--- config.mk ---
export PLATFORM = sky130hd
export DESIGN_NAME = issue_queue_ctrl_flat
export DESIGN_NICKNAME = d
export VERILOG_FILES = /design/src/rtl/issue_queue_ctrl_if.sv /design/src/rtl/issue_queue_ctrl.sv /design/src/flat_wrapper.sv
export SDC_FILE = /design/constraint.sdc
export NUM_CORES = 1
export LEC_CHECK = 0
export CORE_ASPECT_RATIO = 0.6
export CORE_UTILIZATION = 55
export CTS_BUF_LIST = sky130_fd_sc_hd__clkbuf_4 sky130_fd_sc_hd__clkbuf_8 sky130_fd_sc_hd__clkbuf_16
export DETAILED_ROUTE_END_ITERATION = 8
export GPL_ROUTABILITY_DRIVEN = 0
export MAX_ROUTING_LAYER = met4
export PLACE_DENSITY = 0.73
export REMOVE_ABC_BUFFERS = 1
export SLEW_MARGIN = 20
export SYNTH_ARGS = -nofsm -noshare
export SYNTH_HDL_FRONTEND = slang
export SYNTH_SLANG_ARGS = --single-unit
--- constraint.sdc ---
create_clock -name clk -period 9.5 [get_ports clk]
set_input_delay 1.9 -clock clk [delete_from_list [all_inputs] [get_ports clk]]
set_output_delay 1.9 -clock clk [all_outputs]
set_load 0.005 [all_outputs]
--- src/rtl/issue_queue_ctrl_if.sv ---
`default_nettype none
// ============================================================================
// Module      : issue_queue_ctrl_if
// Description : Fetcher / decoder / dispatch handshake bundle for the
//               instruction issue queue. The statistics outputs exist only
//               when ISSUE_STATS_EN is defined.
// Revision    : 1.0 - initial release
// ============================================================================
interface issue_queue_ctrl_if;
    // fetcher side
    logic        in_fetcher_valid;
    logic [31:0] in_fetcher_inst;
    logic [31:0] in_fetcher_pc;
    logic        in_fetcher_jump_flag;
    logic        out_fetcher_full;
    // decoder side
    logic [31:0] out_decoder_inst;
    logic [31:0] out_decoder_pc;
    logic        out_decoder_jump_flag;
    // dispatch resources
    logic        in_rob_full;
    logic        in_rs_full;
    logic        in_lsb_full;
    logic        in_rob_rollback;
    logic        out_issue_valid;
    logic        out_rob_issue;
    logic        out_rs_issue;
    logic        out_lsb_issue;
`ifdef ISSUE_STATS_EN
    logic [31:0] out_stat_issued;
    logic [31:0] out_stat_stall;
`endif

    // queue side
    modport slave (
        input  in_fetcher_valid, in_fetcher_inst, in_fetcher_pc, in_fetcher_jump_flag,
        output out_fetcher_full,
        output out_decoder_inst, out_decoder_pc, out_decoder_jump_flag,
        input  in_rob_full, in_rs_full, in_lsb_full, in_rob_rollback,
        output out_issue_valid, out_rob_issue, out_rs_issue, out_lsb_issue
`ifdef ISSUE_STATS_EN
        , output out_stat_issued, out_stat_stall
`endif
    );

    // environment side
    modport master (
        output in_fetcher_valid, in_fetcher_inst, in_fetcher_pc, in_fetcher_jump_flag,
        input  out_fetcher_full,
        input  out_decoder_inst, out_decoder_pc, out_decoder_jump_flag,
        output in_rob_full, in_rs_full, in_lsb_full, in_rob_rollback,
        input  out_issue_valid, out_rob_issue, out_rs_issue, out_lsb_issue
`ifdef ISSUE_STATS_EN
        , input out_stat_issued, out_stat_stall
`endif
    );
endinterface
`default_nettype wire

--- src/rtl/issue_queue_ctrl.sv ---
`default_nettype none
// ============================================================================
// Module      : issue_queue_ctrl
// Description : Circular instruction queue between fetcher and decoder with a
//               single-issue scheduler gated by ROB / RS / LSB space. Rollback
//               drains the queue. Optional macro ISSUE_STATS_EN adds saturating
//               issued / stall counters.
// Revision    : 1.0 - initial release
// ============================================================================
module issue_queue_ctrl #(
    parameter int IQ_ADDR_WIDTH = 4
) (
    input  logic               clk,
    input  logic               rst,
    input  logic               rdy,
    issue_queue_ctrl_if.slave  bus
);

    localparam int                 c_ENTRIES   = 1 << IQ_ADDR_WIDTH;
    localparam logic [IQ_ADDR_WIDTH:0] c_DEPTH     = {1'b1, {IQ_ADDR_WIDTH{1'b0}}};
    localparam logic [IQ_ADDR_WIDTH:0] c_FULL_MARK = {1'b0, {IQ_ADDR_WIDTH{1'b1}}};

    localparam logic [6:0] c_OP_LOAD   = 7'b0000011;
    localparam logic [6:0] c_OP_STORE  = 7'b0100011;
    localparam logic [6:0] c_OP_LUI    = 7'b0110111;
    localparam logic [6:0] c_OP_AUIPC  = 7'b0010111;
    localparam logic [6:0] c_OP_JAL    = 7'b1101111;
    localparam logic [6:0] c_OP_JALR   = 7'b1100111;
    localparam logic [6:0] c_OP_BRANCH = 7'b1100011;
    localparam logic [6:0] c_OP_IMM    = 7'b0010011;
    localparam logic [6:0] c_OP_REG    = 7'b0110011;

    logic [IQ_ADDR_WIDTH-1:0] r_head;
    logic [IQ_ADDR_WIDTH-1:0] r_tail;
    logic [IQ_ADDR_WIDTH:0]   r_count;
    logic                     r_full;

    logic [31:0] r_inst [c_ENTRIES];
    logic [31:0] r_pc   [c_ENTRIES];
    logic        r_jump [c_ENTRIES];

    logic                   w_empty;
    logic [31:0]            w_head_inst;
    logic                   w_to_lsb;
    logic                   w_to_rs;
    logic                   w_illegal;
    logic                   w_target_ok;
    logic                   w_pop;
    logic                   w_push;
    logic [IQ_ADDR_WIDTH:0] w_count_nxt;

    assign w_empty     = (r_count == '0);
    assign w_head_inst = r_inst[r_head];

    // Head entry routing by opcode; anything unrecognised is dropped
    always_comb begin
        w_to_lsb  = 1'b0;
        w_to_rs   = 1'b0;
        w_illegal = 1'b0;
        case (w_head_inst[6:0])
            c_OP_LOAD, c_OP_STORE:                      w_to_lsb  = 1'b1;
            c_OP_LUI, c_OP_AUIPC, c_OP_JAL, c_OP_JALR,
            c_OP_BRANCH, c_OP_IMM, c_OP_REG:            w_to_rs   = 1'b1;
            default:                                    w_illegal = 1'b1;
        endcase
    end

    // Illegal heads are dropped regardless of downstream space
    assign w_target_ok = w_illegal
                       | (~bus.in_rob_full & (w_to_lsb ? ~bus.in_lsb_full : ~bus.in_rs_full));
    assign w_pop       = rdy & ~rst & ~bus.in_rob_rollback & ~w_empty & w_target_ok;
    assign w_push      = bus.in_fetcher_valid & rdy & ~bus.in_rob_rollback & (r_count != c_DEPTH);
    assign w_count_nxt = r_count + {{IQ_ADDR_WIDTH{1'b0}}, w_push}
                                 - {{IQ_ADDR_WIDTH{1'b0}}, w_pop};

    assign bus.out_issue_valid = w_pop;
    assign bus.out_rob_issue   = w_pop & ~w_illegal;
    assign bus.out_rs_issue    = w_pop & w_to_rs;
    assign bus.out_lsb_issue   = w_pop & w_to_lsb;

    assign bus.out_decoder_inst      = w_empty ? 32'h0 : w_head_inst;
    assign bus.out_decoder_pc        = w_empty ? 32'h0 : r_pc[r_head];
    assign bus.out_decoder_jump_flag = w_empty ? 1'b0  : r_jump[r_head];
    assign bus.out_fetcher_full      = r_full;

    // Pointer / occupancy bookkeeping; rollback empties the queue outright
    always_ff @(posedge clk or posedge rst) begin
        if (rst) begin
            r_head  <= '0;
            r_tail  <= '0;
            r_count <= '0;
            r_full  <= 1'b0;
        end else if (rdy) begin
            if (bus.in_rob_rollback) begin
                r_head  <= '0;
                r_tail  <= '0;
                r_count <= '0;
                r_full  <= 1'b0;
            end else begin
                if (w_pop)  r_head <= r_head + 1'b1;
                if (w_push) r_tail <= r_tail + 1'b1;
                r_count <= w_count_nxt;
                // one slot of slack covers a fetch already in flight
                r_full  <= (w_count_nxt >= c_FULL_MARK);
            end
        end
    end

    // Entry storage; written only on an accepted push
    always_ff @(posedge clk) begin
        if (w_push) begin
            r_inst[r_tail] <= bus.in_fetcher_inst;
            r_pc[r_tail]   <= bus.in_fetcher_pc;
            r_jump[r_tail] <= bus.in_fetcher_jump_flag;
        end
    end

`ifdef ISSUE_STATS_EN
    logic [31:0] r_stat_issued;
    logic [31:0] r_stat_stall;

    // Saturating issue / stall counters, untouched by rollback
    always_ff @(posedge clk or posedge rst) begin
        if (rst) begin
            r_stat_issued <= '0;
            r_stat_stall  <= '0;
        end else if (rdy) begin
            if (w_pop && !w_illegal && r_stat_issued != 32'hFFFF_FFFF)
                r_stat_issued <= r_stat_issued + 32'd1;
            if (!w_empty && !bus.in_rob_rollback && !w_pop && r_stat_stall != 32'hFFFF_FFFF)
                r_stat_stall <= r_stat_stall + 32'd1;
        end
    end

    assign bus.out_stat_issued = r_stat_issued;
    assign bus.out_stat_stall  = r_stat_stall;
`endif

endmodule
`default_nettype wire
--- src/flat_wrapper.sv ---
// flat-port wrapper written by rule: the top's interface ports become plain ports
module issue_queue_ctrl_flat 
#(
    parameter int IQ_ADDR_WIDTH = 4
)
  (clk, rst, rdy, bus_in_fetcher_valid, bus_in_fetcher_inst, bus_in_fetcher_pc, bus_in_fetcher_jump_flag, bus_out_fetcher_full, bus_out_decoder_inst, bus_out_decoder_pc, bus_out_decoder_jump_flag, bus_in_rob_full, bus_in_rs_full, bus_in_lsb_full, bus_in_rob_rollback, bus_out_issue_valid, bus_out_rob_issue, bus_out_rs_issue, bus_out_lsb_issue);
  issue_queue_ctrl_if bus_i ();
  input  logic clk;
  input  logic rst;
  input  logic rdy;
  input wire logic [$bits(bus_i.in_fetcher_valid)-1:0] bus_in_fetcher_valid;
  input wire logic [$bits(bus_i.in_fetcher_inst)-1:0] bus_in_fetcher_inst;
  input wire logic [$bits(bus_i.in_fetcher_pc)-1:0] bus_in_fetcher_pc;
  input wire logic [$bits(bus_i.in_fetcher_jump_flag)-1:0] bus_in_fetcher_jump_flag;
  output wire logic [$bits(bus_i.out_fetcher_full)-1:0] bus_out_fetcher_full;
  output wire logic [$bits(bus_i.out_decoder_inst)-1:0] bus_out_decoder_inst;
  output wire logic [$bits(bus_i.out_decoder_pc)-1:0] bus_out_decoder_pc;
  output wire logic [$bits(bus_i.out_decoder_jump_flag)-1:0] bus_out_decoder_jump_flag;
  input wire logic [$bits(bus_i.in_rob_full)-1:0] bus_in_rob_full;
  input wire logic [$bits(bus_i.in_rs_full)-1:0] bus_in_rs_full;
  input wire logic [$bits(bus_i.in_lsb_full)-1:0] bus_in_lsb_full;
  input wire logic [$bits(bus_i.in_rob_rollback)-1:0] bus_in_rob_rollback;
  output wire logic [$bits(bus_i.out_issue_valid)-1:0] bus_out_issue_valid;
  output wire logic [$bits(bus_i.out_rob_issue)-1:0] bus_out_rob_issue;
  output wire logic [$bits(bus_i.out_rs_issue)-1:0] bus_out_rs_issue;
  output wire logic [$bits(bus_i.out_lsb_issue)-1:0] bus_out_lsb_issue;
  assign bus_i.in_fetcher_valid = bus_in_fetcher_valid;
  assign bus_i.in_fetcher_inst = bus_in_fetcher_inst;
  assign bus_i.in_fetcher_pc = bus_in_fetcher_pc;
  assign bus_i.in_fetcher_jump_flag = bus_in_fetcher_jump_flag;
  assign bus_out_fetcher_full = bus_i.out_fetcher_full;
  assign bus_out_decoder_inst = bus_i.out_decoder_inst;
  assign bus_out_decoder_pc = bus_i.out_decoder_pc;
  assign bus_out_decoder_jump_flag = bus_i.out_decoder_jump_flag;
  assign bus_i.in_rob_full = bus_in_rob_full;
  assign bus_i.in_rs_full = bus_in_rs_full;
  assign bus_i.in_lsb_full = bus_in_lsb_full;
  assign bus_i.in_rob_rollback = bus_in_rob_rollback;
  assign bus_out_issue_valid = bus_i.out_issue_valid;
  assign bus_out_rob_issue = bus_i.out_rob_issue;
  assign bus_out_rs_issue = bus_i.out_rs_issue;
  assign bus_out_lsb_issue = bus_i.out_lsb_issue;
  issue_queue_ctrl #(.IQ_ADDR_WIDTH(IQ_ADDR_WIDTH)) u_core (.clk(clk), .rst(rst), .rdy(rdy), .bus(bus_i));
endmodule
==> results.py <==
metrics = {
    "worst_setup_path": {
        "cp.required_ns": 7.60,
        "r2r-end": "u_core.bus.out_fetcher_full$_DFFE_PP0P_",
        "endpoint_kind": "primary output",
        "arrival_ns": 5.00,
        "crit_path_max_fanout": 153,
        "slowest_delay_ns": 0.96,
        "criticalPathCategory": "register to primary output",
        "rrSetupSlack_ns": 3.66,
        "path_cells": "buf_12, mux4_1, and2_1, o21a_1, o22ai_1, a2111oi_4, o22ai_4, and2_4, and3_2, clkdlybuf4s50_1",
        "r2r_cells": 21,
        "crit_slowest_cell": "dfrtp_4",
        "critPathLaunchType": "register",
        "r2r_start": "u_core.r_head[1]$_DFFE_PP0P_",
    },
    "synth": {
        "yosysTopAreaCell": "edfxtp_1",
        "yosysMostFrequentCell": "edfxtp_1",
        "yosys.area_share.xor_xnor_pct": 0.0858,
        "synth_edf_count": 1040,
        "syn_area_um2": 40900,
        "synth_top_family_by_area": "multiplexers",
        "synth_top_area_share_pct": 76.4,
        "yosys_warnings": 0,
        "ys_ff_latch": 1054,
        "ys_seq_area_share_pct": 77.3,
        "synth_commonest_cells": "edfxtp_1, mux4_2, and2_1, clkbuf_1, mux2i_1",
        "synthAdderAreaFrac_pct": 0.386,
        "yosysUniqueCellTypes": 67,
        "async_flop_share_pct": 1.33,
        "syn_avg_cell_area_um2": 24.0,
        "synthMuxAreaShare_pct": 17.5,
        "synth_area_leaders": "edfxtp_1, mux4_2, and2_1",
        "synth_compound_area_share_pct": 1.49,
        "synth-simple-area-share_pct": 1.89,
        "syn_inst": 1701,
        "ys.flop_type": "edfxtp_1",
    },
    "hold_path": {
        "whs_endpoint": "u_core.bus.out_fetcher_full$_DFFE_PP0P_",
        "min_path_type": "register to register",
        "hp-start": "u_core.bus.out_fetcher_full$_DFFE_PP0P_",
        "whs_path_depth": 1,
    },
    "floorplan": {
        "core_um2": 72600,
        "ios": 143,
        "die_x_um": 354,
        "die_area_um2": 75400,
        "die_y_um": 213,
        "start_util_pct": 56.2,
        "rows": 76,
    },
    "timing": {
        "whs_ns": 0.532,
        "setup_viol": 0,
        "tightest_slew_ns": 1.09,
        "final_hold_viol_count": 0,
        "max_freq_mhz": 145,
        "finalCriticalPeriod_ns": 6.90,
        "slew_headroom_pct": 27.2,
        "skew_ns": 0.0244,
        "slew_viol_final": 0,
        "rsz0062_at_grt": "false",
        "finalCritPeriodShare_pct": 72.6,
    },
    "routing": {
        "vias_per_cell": 6.30,
        "vias": 18460,
        "antenna_left": 0,
        "dr.pass1.iters": 7,
        "drc": 0,
        "first_iter_violations": 1906,
        "wl_mm": 86.0,
        "post_drt_wl_per_cell_um": 29.3,
    },
    "place": {
        "dp_hpwl_mm": 41.0,
        "portBuffers": 142,
        "dp_cells": 2758,
        "place_area_um2": 43300,
    },
    "cts": {
        "cts-resized-gates": 0,
        "cts_max_path_buffers": 3,
        "cts.sink_count": 1054,
        "post_cts_buffers": 0,
        "clk_pin_slew_ns": 0.06,
        "cts_root_buf": "clkbuf_16",
        "cts_made_buffers": 91,
        "clock_latency_ns": 0.66,
        "hold_buffers": 0,
        "cts_tree": "yes",
        "htreeDepth": 3,
    },
    "pwr": {
        "total_power_w": 0.0122,
        "leakagePower_nw": 14.4,
        "ir_worst_vdd_uv": 257,
        "powerDensity_nw_per_um2": 264,
    },
    "grt": {
        "grt_max_degree": 154,
        "globalRoute.totalOverflow": 0,
        "grt_pass1_vias": 19161,
        "grt_pass1_wl_mm": 127,
        "antenna_found_initial": 6,
        "grt.total_usage_pct": 24.2,
    },
    "job": {
        "drv_cap": 0,
    },
    "layout": {
        "area_growth_pct": 13.2,
        "fillers": 4755,
        "layout.cells.non_filler": 2930,
        "design_area_um2": 46200,
        "drive_gt1_share_pct": 27.1,
        "nNetsFinal": 1961,
    },
    "outcome": {
        "status": "complete, no violations",
    },
}
-- logic make-up (layout without fill, tap and decap cells) --
| family | after synthesis | in the layout |
|---|---|---|
| compound gates | 68 | 68 |
| xor+xnor | 4 | 4 |
| fa+ha+maj | 12 | 12 |
| buf+inv | 105 | 353 |
| flops | 1054 | 1054 |
| mux | 330 | 330 |
| other cells | 0 | 6 |
| simple gates | 128 | 128 |
-- cells in the final DEF, fill, tap and decap left out, drive strengths merged, types with 11 or more instances in the layout --
cell,Yosys,final
clkbuf,55,116
ha,11,11
a221oi,12,12
clkinv,0,37
edfxtp,1040,1040
and2,80,80
clkdlybuf4s50,0,142
buf,32,27
inv,18,23
mux4,306,306
dfrtp,14,14
nor2,17,17
mux2i,24,24
-- area by class of cell --
type | count | area [um2] | area share (%)
inverter | 18 | 70.1 | 0.151
multi-input combinational | 542 | 8760 | 18.9
timing repair buffer | 169 | 1650 | 3.57
clock inverter | 50 | 424 | 0.917
clock buffer | 116 | 2520 | 5.44
antenna | 6 | 15.0 | 0.0325
tap | 975 | 1220 | 2.64
sequential | 1054 | 31600 | 68.3
-- layer usage --
layer  global-route usage, %  part of all wire (%)  vias to the layer above
met3                    4.31                   6.9                      121
met4                    6.40                   1.9                        0
met1                    32.8                    41                     9970
met5                       -                     0                        -
li1                        -                     -                     7654
met2                    38.7                    50                      715
-- per-stage QoR --
stage                     utilization (%)  TNS (ns)  setup WS [ns]
after global placement               59.6         0           3.17
after CTS                            63.6         0           2.53
after floorplan                         -   -314.82          -5.20
after detailed placement             59.6         0           3.07
after global routing                 63.7         0           2.40
final                                63.7         0           2.60
-- critical path: cells and delay by family (launching register included) --
kind	cells	cell delay (ns)
flip-flops	1	0.96
multiplexers	1	0.44
buffers and inverters	2	1.25
AND/OR/NAND/NOR	3	0.59
AO/OA/AOI/OAI	4	0.97
-- power by group --
part / switching [W] / internal (W)
clock: 0.00162 / 0.00205
sequential: 0.000137 / 0.00516
combinational: 0.00143 / 0.00182
total: 0.00319 / 0.00903
-- state kept, by name (all words and copies together) (netlist names) --
signal	flops
u_core.r_jump	16
u_core.r_pc	512
u_core.r_inst	512
u_core.r_tail	4
u_core.r_head	4
u_core.r_count	5
u_core.bus.out_fetcher_full	1
-- worst max path at each step --
stage	startpoint	to	slack, ns	cells after the start
finish	u_core.r_head[1]$_DFFE_PP0P_	bus_out_rs_issue	2.60	10
global route	u_core.r_head[1]$_DFFE_PP0P_	bus_out_rs_issue	2.40	10
CTS	u_core.r_head[0]$_DFFE_PP0P_	bus_out_decoder_pc[12]	2.53	6
detailed placement	rdy	bus_out_rs_issue	3.07	6
global placement	rdy	bus_out_rs_issue	3.17	6
floorplan	u_core.r_head[0]$_DFFE_PP0P_	bus_out_rs_issue	-5.20	8
No activity file was read; power rests on OpenSTA's default activity.
==> RTL edit (same settings) <==
`IQ_ADDR_WIDTH` is set to 4 in 2 places; all go to 5.
--- a/src/rtl/issue_queue_ctrl.sv
+++ b/src/rtl/issue_queue_ctrl.sv
@@ -10,3 +10,3 @@
 module issue_queue_ctrl #(
-    parameter int IQ_ADDR_WIDTH = 4
+    parameter int IQ_ADDR_WIDTH = 5
 ) (
--- a/src/flat_wrapper.sv
+++ b/src/flat_wrapper.sv
@@ -3,3 +3,3 @@
 #(
-    parameter int IQ_ADDR_WIDTH = 4
+    parameter int IQ_ADDR_WIDTH = 5
 )
Behaviour: no difference found for any inputs over 4 cycles, from zero or initial values and one cycle with rst high; that may be too few to reach the edited logic, so the function may still have changed.
==> RTL edit against the original RTL <==
Total power grew 84%. Final area grew 95%. Clock skew shrank 0.0035 ns. Critical path depth shrank 1. Non-clock buffer count grew 49. Sequential cell count grew 1043. Worst hold slack gained 0.014 ns. Sequential power grew 96%. Wire length grew 120%. Sequential share of layout area grew 1.5 points. Synthesized area grew 97%. Worst setup slack lost 0.54 ns. Largest power group unchanged.
==> RTL edit: results (changes against the original RTL) <==
Layout Skew -> 0.0209 ns (was 0.0244 ns)
hpwl dp -> 92.3 mm (was 41.0 mm)
synth unique cells -> 63 (was 67)
number of global-route vias before repair -> 37000 (was 19200)
P_leak -> 0.0273 uW (was 0.0144 uW)
largest net degree at the start of global routing -> 140 (was 154)
fraction of layout cells with a size suffix above 1 -> 27.6% (was 27.1%)
nets -> 3660 (was 1961)
highest metal used -> met4 (unchanged)
H-tree levels -> 4 (was 3)
Min-Delay Startpoint -> u_core.bus.out_fetcher_full (unchanged)
crit-path max FO -> 41 (was 153)
xor/xnor cell area share of the yosys netlist -> 0.0436% (was 0.0858%)
most numerous cell in the Yosys netlist -> edfxtp_1 (unchanged)
Area contributors post-synth -> edfxtp_1, mux4_2, nand2_1 (was edfxtp_1, mux4_2, and2_1)
Inserted Clock Buffers -> 175 (was 91)
Port Buffers -> 142 (unchanged)
worst-case reg-to-reg path depth -> 19 (was 21)
Clk pin slew, worst setup/hold paths -> 0.07 ns
sequential area share after synthesis -> 78.3% (was 77.3%)
Critical Path AT -> 5.54 ns (was 5.00 ns)
reg2reg end -> u_core.bus.out_fetcher_full (unchanged)
worst hold path cell count -> 2 (was 1)
Max clock buf depth -> 3 (unchanged)
residual DRC count -> 0 (unchanged)
vias per cell -> 6.70 (was 6.30)
RR Startpoint -> u_core.r_head[0] (was u_core.r_head[1])
adder-cell area share of the yosys netlist -> 0.243% (was 0.386%)
post-CTS setup buffers -> 0 (unchanged)
first-pass GRT wire length -> 274 mm (was 127 mm)
Clock Latency Late Sink -> 0.81 ns (was 0.66 ns)
biggest registers after layout -> u_core.r_inst (1024), u_core.r_pc (1024), u_core.r_jump (32) (was u_core.r_inst (512), u_core.r_pc (512), u_core.r_jump (16))
antenna violations before repair -> 7 (was 6)
drt first-iter violations -> 5667 (was 1906)
WL met3 -> 20.7 mm (was 5.91 mm)
final wirelength -> 192 mm (was 86.0 mm)
first drt pass iteration count -> 6 (was 7)
post-synthesis mux area share -> 18.0% (was 17.5%)
HP Class -> reg -> reg (unchanged)
Post-synth top cells -> edfxtp_1, mux4_2, nand2_1, clkbuf_1, a21oi_1 (was edfxtp_1, mux4_2, and2_1, clkbuf_1, mux2i_1)
status -> complete, no violations (unchanged)
Compound-Gate Fraction of Synth Area -> 0.921% (was 1.49%)
M1 wire length -> 77.3 mm (was 35.4 mm)
worst reg-to-reg setup slack -> 3.37 ns (was 3.66 ns)
Rel. slew slack -> 22.2% (was 27.2%)
Peak VDD IR -> 0.000215 V (was 0.000257 V)
asr flop ratio synth -> 0.811% (was 1.33%)
Synth Warn # -> 0 (unchanged)
Total Routing Usage GR -> 27.3% (was 24.2%)
EDFF count, synth -> 2080 (was 1040)
post-route antenna net violation count -> 0 (unchanged)
Detail Route met2 WL -> 90.7 mm (was 43.0 mm)
clk root buf -> clkbuf_16 (unchanged)
-- RTL edit: cell types whose count changed in the layout (fill, tap and decap cells not counted), sizes merged, moves of 55 or more --
cell,change
edfxtp,+1040
mux4,+319
nand2,+134
clkbuf,+93
and2,-78
a21oi,+62
buf,+55
-- RTL edit: power breakdown --
part           internal, uW  total, uW  switching, uW  leakage, uW
Sequential            10300      10400            150       0.0189
Combinational          2540       4890           2350      0.00562
Clock                  3920       7190           3270      0.00281
Total                 16700      22500           5770       0.0273
-- RTL edit: how the worst max path moves through the flow --
| stage | startpoint | endpoint | slack, ns | depth (start not counted) |
|---|---|---|---|---|
| finish | u_core.r_head[0] | bus_out_issue_valid | 2.06 | 9 |
| global route | u_core.r_head[0] | bus_out_issue_valid | 1.83 | 9 |
| CTS | u_core.r_head[0] | bus_out_issue_valid | 1.99 | 9 |
| detailed placement | u_core.r_head[0] | bus_out_issue_valid | 2.87 | 9 |
| global placement | rdy | bus_out_rob_issue | 2.84 | 7 |
| floorplan | u_core.r_head[0] | bus_out_rob_issue | -14.41 | 9 |
-- RTL edit: kinds of logic after synthesis --
kind of cell    after synthesis
buf+inv                     196
simple gates                256
compound gates              123
xor+xnor                      4
fa+ha+maj                    15
mux                         664
flops                      2097
-- RTL edit: layout make-up --
| cell class | count | area (um^2) |
|---|---|---|
| sequential | 2097 | 62900 |
| fill | 9359 | 54600 |
| multi-input combinational | 1062 | 16800 |
| clock buffer | 209 | 4690 |
| tap | 1925 | 2410 |
| timing repair buffer | 218 | 2240 |
| clock inverter | 114 | 995 |
| inverter | 18 | 70.1 |
| antenna | 5 | 12.5 |
-- RTL edit: per-stage QoR --
step | cell area (um^2) | std cells | TNS (ns) | setup WS, ns | hold WS, ns
after detailed placement | 84500 | 5320 | 0 | 2.87 | 0.528
after global routing | 90100 | 5648 | 0 | 1.83 | 0.565
final | 90100 | 5648 | 0 | 2.06 | 0.546
after global placement | 84500 | 5319 | 0 | 2.84 | 0.515
after CTS | 90200 | 5643 | 0 | 1.99 | 0.549
after floorplan | 79500 | 3177 | -1069.50 | -14.41 | 0.510
-- RTL edit: metal layers --
layer | global-route usage, % | vias to the layer above
li1 | - | 14800
met1 | 40.4 | 20400
met2 | 40.0 | 2363
met3 | 5.40 | 240
met4 | 6.06 | 0
met5 | - | -
-- RTL edit: critical path: stages, from the launching register on --
cell and delay [ns]:
dfrtp_4 1.01, buf_4 0.70, mux4_2 0.58, mux2i_1 0.16, nor3_1 0.08, nor4_1 0.77, nor2_2 0.14, nand4_1 0.15
a32o_1 0.47, clkdlybuf4s50_1 0.59
